===== src/rtl/pipe_pkg.sv =====
// Shared definitions for the pipeline-stage register.
// Provides the MIPS ExcCode constants, the default reset and exception-entry PCs,
// the stage-word field widths and the packed header carried by every stage word.
package pipe_pkg;

    localparam int unsigned PC_W    = 32;
    localparam int unsigned INSTR_W = 32;
    localparam int unsigned EXC_W   = 5;

    typedef logic [EXC_W-1:0] exccode_t;

    // MIPS CP0 Cause.ExcCode values
    localparam exccode_t EXC_NONE = 5'd0;
    localparam exccode_t EXC_MOD  = 5'd1;
    localparam exccode_t EXC_TLBL = 5'd2;
    localparam exccode_t EXC_TLBS = 5'd3;
    localparam exccode_t EXC_ADEL = 5'd4;
    localparam exccode_t EXC_ADES = 5'd5;
    localparam exccode_t EXC_IBE  = 5'd6;
    localparam exccode_t EXC_DBE  = 5'd7;
    localparam exccode_t EXC_SYS  = 5'd8;
    localparam exccode_t EXC_BP   = 5'd9;
    localparam exccode_t EXC_RI   = 5'd10;
    localparam exccode_t EXC_CPU  = 5'd11;
    localparam exccode_t EXC_OV   = 5'd12;
    localparam exccode_t EXC_TR   = 5'd13;

    localparam logic [PC_W-1:0] DEF_RESET_PC = 32'h0000_3000;
    localparam logic [PC_W-1:0] DEF_EXC_PC   = 32'h0000_4180;

    // Fixed-width part of a stage word; payload channels travel alongside
    typedef struct packed {
        logic [PC_W-1:0]    pc;
        logic [INSTR_W-1:0] instr;
        logic               isdelay;
        exccode_t           exccode;
    } stage_hdr_t;

    // Header of a bubble parked at the given PC
    function automatic stage_hdr_t bubble_hdr(input logic [PC_W-1:0] pc);
        stage_hdr_t h;
        h.pc      = pc;
        h.instr   = '0;
        h.isdelay = 1'b0;
        h.exccode = EXC_NONE;
        return h;
    endfunction

endpackage


===== src/rtl/pipe_stage_reg_if.sv =====
// Stage-boundary bundle: upstream valid/ready + word in, downstream valid/ready + word out.
// master: the surrounding pipeline (drives in_* and out_ready).
// slave : the stage register (drives in_ready and out_*).
interface pipe_stage_reg_if
    import pipe_pkg::*;
#(
    parameter int unsigned NCH    = 4,
    parameter int unsigned DATA_W = 32
) ();

    logic                    in_valid;
    logic                    in_ready;
    logic [PC_W-1:0]         in_pc;
    logic [INSTR_W-1:0]      in_instr;
    logic [NCH*DATA_W-1:0]   in_data;
    logic                    in_isdelay;
    exccode_t                in_exccode;

    logic                    out_valid;
    logic                    out_ready;
    logic [PC_W-1:0]         out_pc;
    logic [INSTR_W-1:0]      out_instr;
    logic [NCH*DATA_W-1:0]   out_data;
    logic                    out_isdelay;
    exccode_t                out_exccode;

    modport master (
        output in_valid, in_pc, in_instr, in_data, in_isdelay, in_exccode, out_ready,
        input  in_ready, out_valid, out_pc, out_instr, out_data, out_isdelay, out_exccode
    );

    modport slave (
        input  in_valid, in_pc, in_instr, in_data, in_isdelay, in_exccode, out_ready,
        output in_ready, out_valid, out_pc, out_instr, out_data, out_isdelay, out_exccode
    );

endinterface


===== src/rtl/pipe_slot.sv =====
// One loadable stage-word entry (valid bit + header + payload).
// Ports: clk, reset (async active-low), flush_i (highest priority: empty and park at EXC_PC),
//        load_i (capture hdr_i/data_i, set valid), clear_i (drop valid, keep contents),
//        valid_o/hdr_o/data_o registered contents.
module pipe_slot
    import pipe_pkg::*;
#(
    parameter int unsigned      DW       = 128,
    parameter logic [PC_W-1:0]  RESET_PC = DEF_RESET_PC,
    parameter logic [PC_W-1:0]  EXC_PC   = DEF_EXC_PC
) (
    input  logic           clk,
    input  logic           reset,
    input  logic           flush_i,
    input  logic           load_i,
    input  logic           clear_i,
    input  stage_hdr_t     hdr_i,
    input  logic [DW-1:0]  data_i,
    output logic           valid_o,
    output stage_hdr_t     hdr_o,
    output logic [DW-1:0]  data_o
);

    logic           valid_q, valid_d;
    stage_hdr_t     hdr_q, hdr_d;
    logic [DW-1:0]  data_q, data_d;

    // Next-state: flush > load > clear > hold
    always_comb begin
        valid_d = valid_q;
        hdr_d   = hdr_q;
        data_d  = data_q;
        if (flush_i) begin
            valid_d = 1'b0;
            hdr_d   = bubble_hdr(EXC_PC);
            data_d  = '0;
        end else if (load_i) begin
            valid_d = 1'b1;
            hdr_d   = hdr_i;
            data_d  = data_i;
        end else if (clear_i) begin
            valid_d = 1'b0;
        end
    end

    always_ff @(posedge clk or negedge reset) begin
        if (!reset) begin
            valid_q <= 1'b0;
            hdr_q   <= bubble_hdr(RESET_PC);
            data_q  <= '0;
        end else begin
            valid_q <= valid_d;
            hdr_q   <= hdr_d;
            data_q  <= data_d;
        end
    end

    assign valid_o = valid_q;
    assign hdr_o   = hdr_q;
    assign data_o  = data_q;

endmodule


===== src/rtl/pipe_stage_reg.sv =====
// Pipeline-stage register with valid/ready flow control, optional skid slot and exception flush.
// Ports: clk, reset (async active-low), flush (kills contents, parks bubble at EXC_PC),
//        bus (slave side of pipe_stage_reg_if: in_* upstream, out_* downstream).
// SKID=1: main + skid slot, in_ready is a register (!skid valid).
// SKID=0: main slot only, in_ready = !out_valid || out_ready (combinational).
module pipe_stage_reg
    import pipe_pkg::*;
#(
    parameter int unsigned      NCH      = 4,
    parameter int unsigned      DATA_W   = 32,
    parameter logic [PC_W-1:0]  RESET_PC = DEF_RESET_PC,
    parameter logic [PC_W-1:0]  EXC_PC   = DEF_EXC_PC,
    parameter bit               SKID     = 1'b1
) (
    input  logic              clk,
    input  logic              reset,
    input  logic              flush,
    pipe_stage_reg_if.slave   bus
);

    localparam int unsigned DW = NCH * DATA_W;

    stage_hdr_t     in_hdr_c;
    stage_hdr_t     main_hdr, skid_hdr, main_hdr_d_c;
    logic [DW-1:0]  main_data, skid_data, main_data_d_c;
    logic           main_valid, skid_valid;
    logic           in_ready_c, accept_c, release_c;
    logic           main_load_c, main_clear_c, skid_load_c, skid_clear_c;

    assign in_hdr_c.pc      = bus.in_pc;
    assign in_hdr_c.instr   = bus.in_instr;
    assign in_hdr_c.isdelay = bus.in_isdelay;
    assign in_hdr_c.exccode = bus.in_exccode;

    // Slot selection: skid refills main on release; new words go to main when it frees up, else skid
    always_comb begin
        accept_c      = bus.in_valid && in_ready_c;
        release_c     = main_valid && bus.out_ready;
        main_load_c   = 1'b0;
        main_clear_c  = release_c;
        skid_load_c   = 1'b0;
        skid_clear_c  = release_c;
        main_hdr_d_c  = in_hdr_c;
        main_data_d_c = bus.in_data;
        if (release_c && skid_valid) begin
            // in_ready is low while skid is valid, so no accept can race this
            main_load_c   = 1'b1;
            main_hdr_d_c  = skid_hdr;
            main_data_d_c = skid_data;
        end else if (accept_c && (!main_valid || release_c)) begin
            main_load_c   = 1'b1;
        end else if (accept_c) begin
            skid_load_c   = 1'b1;
        end
    end

    pipe_slot #(
        .DW       (DW),
        .RESET_PC (RESET_PC),
        .EXC_PC   (EXC_PC)
    ) u_main (
        .clk     (clk),
        .reset   (reset),
        .flush_i (flush),
        .load_i  (main_load_c),
        .clear_i (main_clear_c),
        .hdr_i   (main_hdr_d_c),
        .data_i  (main_data_d_c),
        .valid_o (main_valid),
        .hdr_o   (main_hdr),
        .data_o  (main_data)
    );

    if (SKID) begin : g_skid
        pipe_slot #(
            .DW       (DW),
            .RESET_PC (RESET_PC),
            .EXC_PC   (EXC_PC)
        ) u_skid (
            .clk     (clk),
            .reset   (reset),
            .flush_i (flush),
            .load_i  (skid_load_c),
            .clear_i (skid_clear_c),
            .hdr_i   (in_hdr_c),
            .data_i  (bus.in_data),
            .valid_o (skid_valid),
            .hdr_o   (skid_hdr),
            .data_o  (skid_data)
        );
        assign in_ready_c = !skid_valid;
    end else begin : g_noskid
        assign skid_valid = 1'b0;
        assign skid_hdr   = bubble_hdr(RESET_PC);
        assign skid_data  = '0;
        assign in_ready_c = !main_valid || bus.out_ready;
    end

    assign bus.in_ready    = in_ready_c;
    assign bus.out_valid   = main_valid;
    assign bus.out_pc      = main_hdr.pc;
    assign bus.out_instr   = main_hdr.instr;
    assign bus.out_data    = main_data;
    assign bus.out_isdelay = main_hdr.isdelay;
    assign bus.out_exccode = main_hdr.exccode;

endmodule


===== src/flat_wrapper.sv =====
// flat-port wrapper written by rule: the top's interface ports become plain ports
module pipe_stage_reg_flat import pipe_pkg::*;
#(
    parameter int unsigned      NCH      = 4,
    parameter int unsigned      DATA_W   = 32,
    parameter logic [PC_W-1:0]  RESET_PC = DEF_RESET_PC,
    parameter logic [PC_W-1:0]  EXC_PC   = DEF_EXC_PC,
    parameter bit               SKID     = 1'b1
)
  (clk, reset, flush, bus_in_valid, bus_in_pc, bus_in_instr, bus_in_data, bus_in_isdelay, bus_in_exccode, bus_out_ready, bus_in_ready, bus_out_valid, bus_out_pc, bus_out_instr, bus_out_data, bus_out_isdelay, bus_out_exccode);
  pipe_stage_reg_if #(.NCH(NCH), .DATA_W(DATA_W)) bus_i ();
  input  logic clk;
  input  logic reset;
  input  logic flush;
  input wire logic [$bits(bus_i.in_valid)-1:0] bus_in_valid;
  input wire logic [$bits(bus_i.in_pc)-1:0] bus_in_pc;
  input wire logic [$bits(bus_i.in_instr)-1:0] bus_in_instr;
  input wire logic [$bits(bus_i.in_data)-1:0] bus_in_data;
  input wire logic [$bits(bus_i.in_isdelay)-1:0] bus_in_isdelay;
  input wire logic [$bits(bus_i.in_exccode)-1:0] bus_in_exccode;
  input wire logic [$bits(bus_i.out_ready)-1:0] bus_out_ready;
  output wire logic [$bits(bus_i.in_ready)-1:0] bus_in_ready;
  output wire logic [$bits(bus_i.out_valid)-1:0] bus_out_valid;
  output wire logic [$bits(bus_i.out_pc)-1:0] bus_out_pc;
  output wire logic [$bits(bus_i.out_instr)-1:0] bus_out_instr;
  output wire logic [$bits(bus_i.out_data)-1:0] bus_out_data;
  output wire logic [$bits(bus_i.out_isdelay)-1:0] bus_out_isdelay;
  output wire logic [$bits(bus_i.out_exccode)-1:0] bus_out_exccode;
  assign bus_i.in_valid = bus_in_valid;
  assign bus_i.in_pc = bus_in_pc;
  assign bus_i.in_instr = bus_in_instr;
  assign bus_i.in_data = bus_in_data;
  assign bus_i.in_isdelay = bus_in_isdelay;
  assign bus_i.in_exccode = bus_in_exccode;
  assign bus_i.out_ready = bus_out_ready;
  assign bus_in_ready = bus_i.in_ready;
  assign bus_out_valid = bus_i.out_valid;
  assign bus_out_pc = bus_i.out_pc;
  assign bus_out_instr = bus_i.out_instr;
  assign bus_out_data = bus_i.out_data;
  assign bus_out_isdelay = bus_i.out_isdelay;
  assign bus_out_exccode = bus_i.out_exccode;
  pipe_stage_reg #(.NCH(NCH), .DATA_W(DATA_W), .RESET_PC(RESET_PC), .EXC_PC(EXC_PC), .SKID(SKID)) u_core (.clk(clk), .reset(reset), .flush(flush), .bus(bus_i));
endmodule

===== config.mk =====
export PLATFORM = sky130hd
export DESIGN_NAME = pipe_stage_reg_flat
export DESIGN_NICKNAME = d
export VERILOG_FILES = /design/src/rtl/pipe_pkg.sv /design/src/rtl/pipe_stage_reg_if.sv /design/src/rtl/pipe_slot.sv /design/src/rtl/pipe_stage_reg.sv /design/src/flat_wrapper.sv
export SDC_FILE = /design/constraint.sdc
export NUM_CORES = 1
export LEC_CHECK = 0
export CORE_MARGIN = 5
export CORE_UTILIZATION = 45
export CTS_BUF_LIST = sky130_fd_sc_hd__clkbuf_4 sky130_fd_sc_hd__clkbuf_8 sky130_fd_sc_hd__clkbuf_16
export DETAILED_ROUTE_END_ITERATION = 10
export PLACE_DENSITY = 0.77
export SLEW_MARGIN = 20
export SYNTH_ARGS = -nofsm -noshare
export SYNTH_HDL_FRONTEND = slang
export SYNTH_SLANG_ARGS = --single-unit

===== constraint.sdc =====
create_clock -name clk -period 1.7 [get_ports clk]
set_input_delay 0.17 -clock clk [delete_from_list [all_inputs] [get_ports clk]]
set_output_delay 0.17 -clock clk [all_outputs]
set_load 0.02 [all_outputs]

Word-level counts from Yosys, hierarchy flattened
Cells that the tools add are included.
- word-level logic and storage cells: 43
- memories: 0
- ROM bits: 0
- output and inout port bits: 200
- latch bits: 0
- register bits after elaboration: 398
- RAM bits: 0
- add/sub/neg operators: 0
- magnitude comparators: 0
- eq/ne operators: 0
- reductions and logical operators: 11
- mux-type cells: 20
- div/mod/pow operators: 0
- bitwise logic cells: 0
- shift operators: 0
- multiply operators: 0
- operators with widths (cell ; number):
    $mux W128 ; 5
    $mux W70 ; 5
    $mux W1 ; 10
    $reduce_bool A3 Y1 ; 2
    $logic_and A1 B1 Y1 ; 4
    $reduce_bool A2 Y1 ; 2
    $logic_not A1 Y1 ; 2
    $logic_or A1 B1 Y1 ; 1

Logic depth before layout (Yosys ltp)
Gate-level depths: netlist of the first run.
- depth after elaboration: 7
- gate-level depth with buffers: 6
- depth with buffers taken out: 3

Hierarchy
A second synthesis of the first run with hierarchy kept.
- cells, all modules: 1510
- area total of the unflattened synthesis: 18460.2 µm²
- by module, submodules not included (module ; times used ; cells each ; area an instance (µm²)):
    pipe_slot ; 2 ; 642 ; 8031.5
    pipe_stage_reg ; 1 ; 226 ; 2397.3

Worst setup path after synthesis of the first run
No wires, ideal clock.
- kind: register -> register
- from: register u_core.u_main.valid_q (netlist: u_core.u_main.valid_o)
- to: register u_core.u_main.data_q[100] (netlist: u_core.u_main.data_o[100])
- data arrival time: 1613 ps
- path buffers: 3
- stages on the path, launching flop included: 7
- clock period less this slack: 1688 ps
- setup slack: 12 ps
- data required time: 1625 ps
- cells stage by stage: dfrtp_1 -> and2b_4 -> or3_1 -> buf_4 -> buf_6 -> buf_6 -> o2bb2ai_2
- cells in the longest elaborated chain, start to end: 6
- ends and longest elaborated chain (what ; RTL line ; text):
    start: declaration ; pipe_slot.sv:24 ; logic valid_q, valid_d;
    start signal: assignment ; pipe_slot.sv:52 ; valid_q <= valid_d;
    $logic_not A1 Y1 / $logic_and A1 B1 Y1 (equally long branches) ; pipe_stage_reg.sv:50, pipe_stage_reg.sv:38 ;
    $logic_or A1 B1 Y1 ; pipe_stage_reg.sv:50 ; end else if (accept_c && (!main_valid || release_c)) begin
    $logic_and A1 B1 Y1 ; pipe_stage_reg.sv:50 ;
    $mux W1 ; pipe_stage_reg.sv:50 ;
    $mux W1 ; pipe_stage_reg.sv:45 ; if (release_c && skid_valid) begin
    $reduce_bool A2 Y1 (no line) ; - ;
    end signal: assignment ; pipe_slot.sv:54 ; data_q <= data_d;
    end: declaration ; pipe_slot.sv:26 ; logic [DW-1:0] data_q, data_d;
Parallel ways exist; a longest one is shown, timed or not. The select of a mux whose other input is x is not followed.
A chain may end at the register's enable or synchronous reset.

Worst setup path after layout of the first run
- from: register u_core.u_main.hdr_q (netlist bit u_core.u_main.hdr_o[57])
- to: output port bus_out_pc[19]
- RTL lines (what ; RTL line ; text):
    start: declaration ; pipe_slot.sv:25 ; stage_hdr_t hdr_q, hdr_d;
    start signal: assignment ; pipe_slot.sv:49 ; hdr_q <= bubble_hdr(RESET_PC);
    start signal: assignment ; pipe_slot.sv:53 ; hdr_q <= hdr_d;
    end: declaration ; flat_wrapper.sv:24 ; output wire logic [$bits(bus_i.out_pc)-1:0] bus_out_pc;
No word-level cell between the ends.

==> results_dict.tcl, run 1 <==
set metrics [dict create \
    outcome "finished, final reports clean" \
    wl_per_cell_um 23.3 \
    die_x_um 200 \
    initial_core_util_pct 45.8 \
    fin_util_pct 64.7 \
    cts_buffers 42 \
    rr_endpoint "u_core.u_main.hdr_o[27]" \
    ys_seq_area_share_pct 61.1 \
    port_buffers 402 \
    clock-sinks 398 \
    firstDrtPassIters 5 \
    drt_iter0_drc 747 \
    ant_nets 0 \
    path_clk_slew_ns 0.06 \
    cap_violations 0 \
    antenna_found_initial 5 \
    setup_slack_ns 0.0417 \
    cp_slowest_cell "clkdlybuf4s50_1" \
    ys_ff_latch 398 \
    fin_skew_ns 0.0101 \
    cts_tree "yes" \
    relSlewSlack_pct 70.1 \
    ir_worst_vdd_mv 0.845 \
    grt_max_degree 84 \
    grt_pass1_vias 13000 \
    routed_via_density 5.83 \
    crit_arrival_ns 1.49 \
    grt_usage_pct 22.5 \
    yosys_warnings 0 \
    critPathMaxStageDelay_ns 0.61 \
    hold_ws_ns 0.120 \
    gr-total-overflow 0 \
    syn_area_mm2 0.0163 \
    fmax_mhz 603 \
    grt_pass1_wl_um 74700 \
    route.final.wire_length_um 47700 \
    synth_cell_type_count 27 \
    total_power_mw 22.5 \
    drcViolationCount 0 \
    netlist_instances 1117 \
    crit_family "buffers and inverters" \
    critical_path.startpoint_type "register" \
    rsz0062_at_grt "true" \
    power_density_mw_per_mm2 975 \
    tightest_slew_ns 0.448 \
    finalHoldViolations 0 \
    period_minus_slack_ns 1.66 \
    period_share_pct 97.5 \
    insertion_delay_ns 0.53 \
    cp-endpoint "bus_out_pc[19]" \
    routabilityCongestion 0.798 \
    r2r_slack_ns 0.06 \
    core_mm2 0.0357 \
    yosys.area.top_type_share_pct 60.4 \
    ys.flop_type "dfrtp_1" \
    synth_area_per_cell_um2 14.6 \
    cp_num_cells 1 \
    yosysMostFrequentCell "dfrtp_1" \
    hp-class "in -> async" \
    syn-num-nets 1320 \
    io-pin-count 403 \
    htree_levels 2 \
    root_buffer "clkbuf_16" \
    cp_cell_sequence "clkdlybuf4s50_1" \
    layout-drive-gt1-share_pct 14.1 \
    setup_violations 0 \
    cp_max_fo 2 \
    place_hpwl_um 31400 \
    pre_cts_slack_ns -0.204 \
    synthArstFlopShare_pct 100 \
    crit_buf_inv 1 \
    die-area_mm2 0.0402 \
    nNetsFinal 1762 \
    synth_top_cells_by_area "dfrtp_1 60%, mux2i_1 12%, a22o_1 10%" \
    r2r_start "u_core.u_main.valid_o" \
    cp-end-kind "primary output" \
    cp.required_ns 1.53 \
    synth-edff-count 0 \
    drv_slew 0 \
    die_h_um 200 \
    synth_top_area_cell "dfrtp_1" \
    vias 11900 \
    critPathLaunch "u_core.u_main.hdr_o[57]" \
    leakage_nw 12.6 \
    synthTopCellsByCount "394 x dfrtp_1, 196 x mux2i_1, 195 x a22o_1, 164 x o2bb2ai_1, 56 x buf_2" \
    reg2reg_depth 4 \
    path_class "reg -> out" \
    syn2layout_area_growth_pct 41.3 \
    rows 69 \
    cts_buffer_depth 3 \
]
-- metal layers --
metal	global-route usage (%)	vias up	part of all wire, %
li1	-	5230	-
met3	4.81	97	6.1
met4	8.73	2	3.5
met1	30.1	6157	42
met2	36.4	460	49
met5	0	-	0.027
-- where the power goes --
part	total (mW)	switching [mW]	internal, mW
combinational	3.11	1.68	1.44
sequential	10.2	0.314	9.94
clock	9.11	3.67	5.44
-- worst min path at each step --
stage | cells past startpoint | to
floorplan | 0 | u_core.g_skid.u_skid.data_o[0]
global placement | 1 | u_core.g_skid.u_skid.data_o[5]
detailed placement | 1 | u_core.g_skid.u_skid.data_o[3]
CTS | 2 | u_core.g_skid.u_skid.data_o[3]
global route | 2 | u_core.g_skid.u_skid.data_o[3]
finish | 2 | u_core.g_skid.u_skid.data_o[3]
-- flip-flops by register name (all words and copies together), names as in the netlist --
name	cells
u_core.g_skid.u_skid.hdr_o	70
u_core.g_skid.u_skid.data_o	128
u_core.u_main.hdr_o	70
u_core.u_main.valid_o	1
u_core.u_main.data_o	128
u_core.g_skid.u_skid.valid_o	1
-- final cells by class --
type	count	area, um2
Fill cell	2618	12600
Sequential cell	398	9960
Multi-Input combinational cell	609	5830
Timing Repair Buffer	507	5310
Clock buffer	62	1300
Tap cell	461	577
Clock inverter	7	68.8
Antenna cell	4	10.0
Inverter	1	3.75
-- per-stage QoR --
stage	TNS [ns]	cells	cell area, um2
3_3_place_gp	-48.54	1969	21600
6_report	0	2049	23100
2_1_floorplan	0	1117	16300
5_1_grt	-0.0373	2049	23100
3_5_place_dp	-52.12	1969	21600
4_1_cts	-1.09	2039	22800
-- what timing repair did --
| action | CTS | global route |
|---|---|---|
| gates resized for setup | 154 | 53 |
| hold buffers | 1 | 0 |
| endpoints found under the setup margin | 224 | 191 |
| endpoints found under the hold margin | 394 | 0 |
| setup buffers | 0 | 2 |
| cloned | 0 | 4 |
-- placed cells by master (no fill, tap or decap), drive strengths merged --
| master | Yosys | layout |
|---|---|---|
| a22o | 195 | 195 |
| clkinv | 0 | 3 |
| clkdlybuf4s50 | 0 | 205 |
| o21bai | 1 | 1 |
| a21oi | 3 | 3 |
| mux2i | 196 | 196 |
| o22a | 6 | 6 |
| and2b | 1 | 1 |
| a21o | 1 | 1 |
| diode | 0 | 4 |
| nor3b | 1 | 1 |
| dlygate4sd3 | 0 | 1 |
| dfrtp | 394 | 394 |
| clkinvlp | 0 | 2 |
| dfstp | 4 | 4 |
| clkbuf | 27 | 66 |
| dlymetal6s2s | 0 | 43 |
| bufinv | 0 | 1 |
| a211oi | 1 | 1 |
| nor2b | 1 | 1 |
| nand3 | 1 | 1 |
| or3 | 1 | 1 |
| nand2b | 1 | 1 |
| clkdlybuf4s15 | 0 | 1 |
| buf | 82 | 101 |
| nand3b | 1 | 1 |
| mux2 | 3 | 3 |
| dlygate4sd2 | 0 | 152 |
| inv | 1 | 2 |
| o2bb2ai | 195 | 195 |
| o21ba | 1 | 1 |
-- cells by family (layout without fill, tap and decap cells) --
logic type	Yosys count	count (layout)	share of synthesized area (%)
multiplexers	199	199	12.2
AO/OA/AOI/OAI	403	403	22.8
flip-flops	398	398	61.1
buffers and inverters	110	577	3.63
AND/OR/NAND/NOR	7	7	0.330
other	0	4	0
(Power assumes the default switching activity.)
==> inputs of run 2 (changes only) <==
CORE_MARGIN = 10   (was 5)
==> run 2 against run 1 <==
Compared with the run above:
- die area is 10% higher
- critical path depth did not move
- hold slack improved by 0.020 ns
- clock skew up 0.0019 ns
- flip-flop and latch count is the same
- clock-buffer cell count decreased by 4
- first-iteration DRC count shrank 15%
- global-route usage decreased by 0.79 points
- non-clock buffer count decreased by 5
- critical endpoint is now bus_out_pc[24]
- largest power group unchanged
==> results_dict.tcl, run 2 (synthesis gave the netlist of run 1 again) <==
set metrics [dict create \
    htree_levels 2 \
    r2r_slack_ns 0.04 \
    tightest_slew_ns 0.458 \
    setup_slack_ns 0.0331 \
    gr-total-overflow 0 \
    place_hpwl_um 33800 \
    route.final.wire_length_um 50200 \
    cp_max_fo 2 \
    die-area_mm2 0.0443 \
    cp_cell_sequence "clkdlybuf4s50_1" \
    routabilityCongestion 0.803 \
    sw_frac_of_total_pct 25.0 \
    cp_slowest_cell "clkdlybuf4s50_1" \
    grt_usage_pct 21.7 \
    ir_worst_vdd_mv 0.662 \
    fillers 2640 \
    drv_slew 0 \
    cts_tree "yes" \
    combPwrFrac_pct 13.7 \
    cts_buffer_depth 3 \
    rows 69 \
    power_switching_mw 5.71 \
    antenna_found_initial 10 \
    clock-sinks 398 \
    cts_buffers 41 \
    final_cell_mix "392 x dfrtp_1, 204 x clkdlybuf4s50_1, 195 x a22o_1, 195 x mux2i_1, 163 x o2bb2ai_1" \
    clock_power_share_pct 41.5 \
    fin_util_pct 64.9 \
    hp-class "in -> async" \
    root_buffer "clkbuf_16" \
    initial_core_util_pct 45.8 \
    leakage_nw 12.7 \
    period_share_pct 98.1 \
    layout_commonest_cell "dfrtp_1" \
    die_x_um 210 \
    port_buffers 402 \
    path_clk_slew_ns 0.06 \
    crit_family "buffers and inverters" \
    grt_max_degree 84 \
    setup_violations 0 \
    power.internal_mw 17.2 \
    total_power_mw 22.9 \
    period_minus_slack_ns 1.67 \
    power_density_mw_per_mm2 988 \
    insertion_delay_ns 0.53 \
    vias 11900 \
    fin_skew_ns 0.0120 \
    dp.cells 1965 \
    finalNonFillerCells 2054 \
    crit_arrival_ns 1.50 \
    io-pin-count 403 \
    grt_pass1_vias 13000 \
    r2r_start "u_core.u_main.valid_o" \
    relSlewSlack_pct 69.5 \
    crit_buf_inv 1 \
    cap_violations 0 \
    routed_via_density 5.78 \
    pre_cts_slack_ns -0.205 \
    critical_path.startpoint_type "register" \
    ant_nets 0 \
    critPathLaunch "u_core.u_main.hdr_o[62]" \
    cp.required_ns 1.53 \
    die_h_um 210 \
    cp-end-kind "primary output" \
    core_mm2 0.0357 \
    critPathMaxStageDelay_ns 0.61 \
    nNetsFinal 1756 \
    grt_pass1_wl_um 77900 \
    drt_iter0_drc 633 \
    drcViolationCount 0 \
    layout-drive-gt1-share_pct 14.0 \
    outcome "finished, final reports clean" \
    firstDrtPassIters 5 \
    finalHoldViolations 0 \
    syn2layout_area_growth_pct 41.9 \
    p_seq_share_pct 44.8 \
    path_class "reg -> out" \
    wl_per_cell_um 24.4 \
    fmax_mhz 600 \
]
-- run 2: changes by cell type in the layout (fill, tap and decap cells not counted), moves of 3 or more --
| cell | previous run | this run |
|---|---|---|
| buf_4 | 61 | 50 |
| buf_12 | 35 | 42 |
| clkinv_2 | 3 | 9 |
| diode_2 | 4 | 10 |
| clkbuf_16 | 49 | 46 |
| bufinv_16 | 1 | 5 |
| mux2i_2 | 5 | 1 |
| mux2i_1 | 191 | 195 |
-- run 2: path summary, 6_finish.rpt --
path / end / depth (start not counted)
max in group asynchronous: u_core.u_main.data_o[125] / 3
min: u_core.u_main.data_o[0] / 2
max: bus_out_pc[24] / 1
min reg2reg: u_core.u_main.data_o[67] / 1
min in group clk: u_core.g_skid.u_skid.data_o[84] / 2
max reg2reg: u_core.u_main.data_o[18] / 6
-- run 2: cell type report --
| type | instances | area (um2) | share of cell area [%] |
|---|---|---|---|
| clock buffers | 58 | 1230 | 5.30 |
| well taps | 461 | 577 | 2.49 |
| clock inverters | 15 | 204 | 0.881 |
| multi-input cells | 609 | 5810 | 25.1 |
| diodes | 10 | 25.0 | 0.108 |
| repair buffers | 502 | 5340 | 23.1 |
| flip-flops and latches | 398 | 9970 | 43.1 |
| inverters | 1 | 3.75 | 0.0162 |
-- run 2: power groups by stage --
stage | Combinational, mW | Sequential [mW] | Clock [mW]
2_1_floorplan | 0.923 | 10.8 | 0
3_3_place_gp | 3.23 | 10.4 | 0
3_5_place_dp | 3.30 | 10.4 | 0
4_1_cts | 3.13 | 10.2 | 9.64
5_1_grt | 3.36 | 10.3 | 10.0
6_report | 3.14 | 10.3 | 9.48
-- run 2: per-layer routing --
metal  part of all wire (%)  global-route usage [%]  vias up
li1                       -                       -     5226
met1                     41                    27.6     6163
met2                     50                    35.7      408
met3                    6.5                    5.36       82
met4                    2.7                    7.64        0
met5                      0                       0        -
-- run 2: metrics by stage --
step | TNS [ns] | area [um2] | hold WS (ns)
floorplan | 0 | 16300 | -0.126
global placement | -50.03 | 21600 | 0.0900
detailed placement | -58.30 | 21600 | 0.0913
CTS | 0 | 22900 | 0.115
global route | -0.0190 | 23100 | 0.167
finish | 0 | 23200 | 0.139
-- run 2: repair_timing --
item,in CTS,in global routing
buffers inserted,0,2
gates resized for setup,154,51
endpoints found under the hold margin,388,0
hold buffers,1,0
gates cloned,0,3
endpoints found under the setup margin,154,195
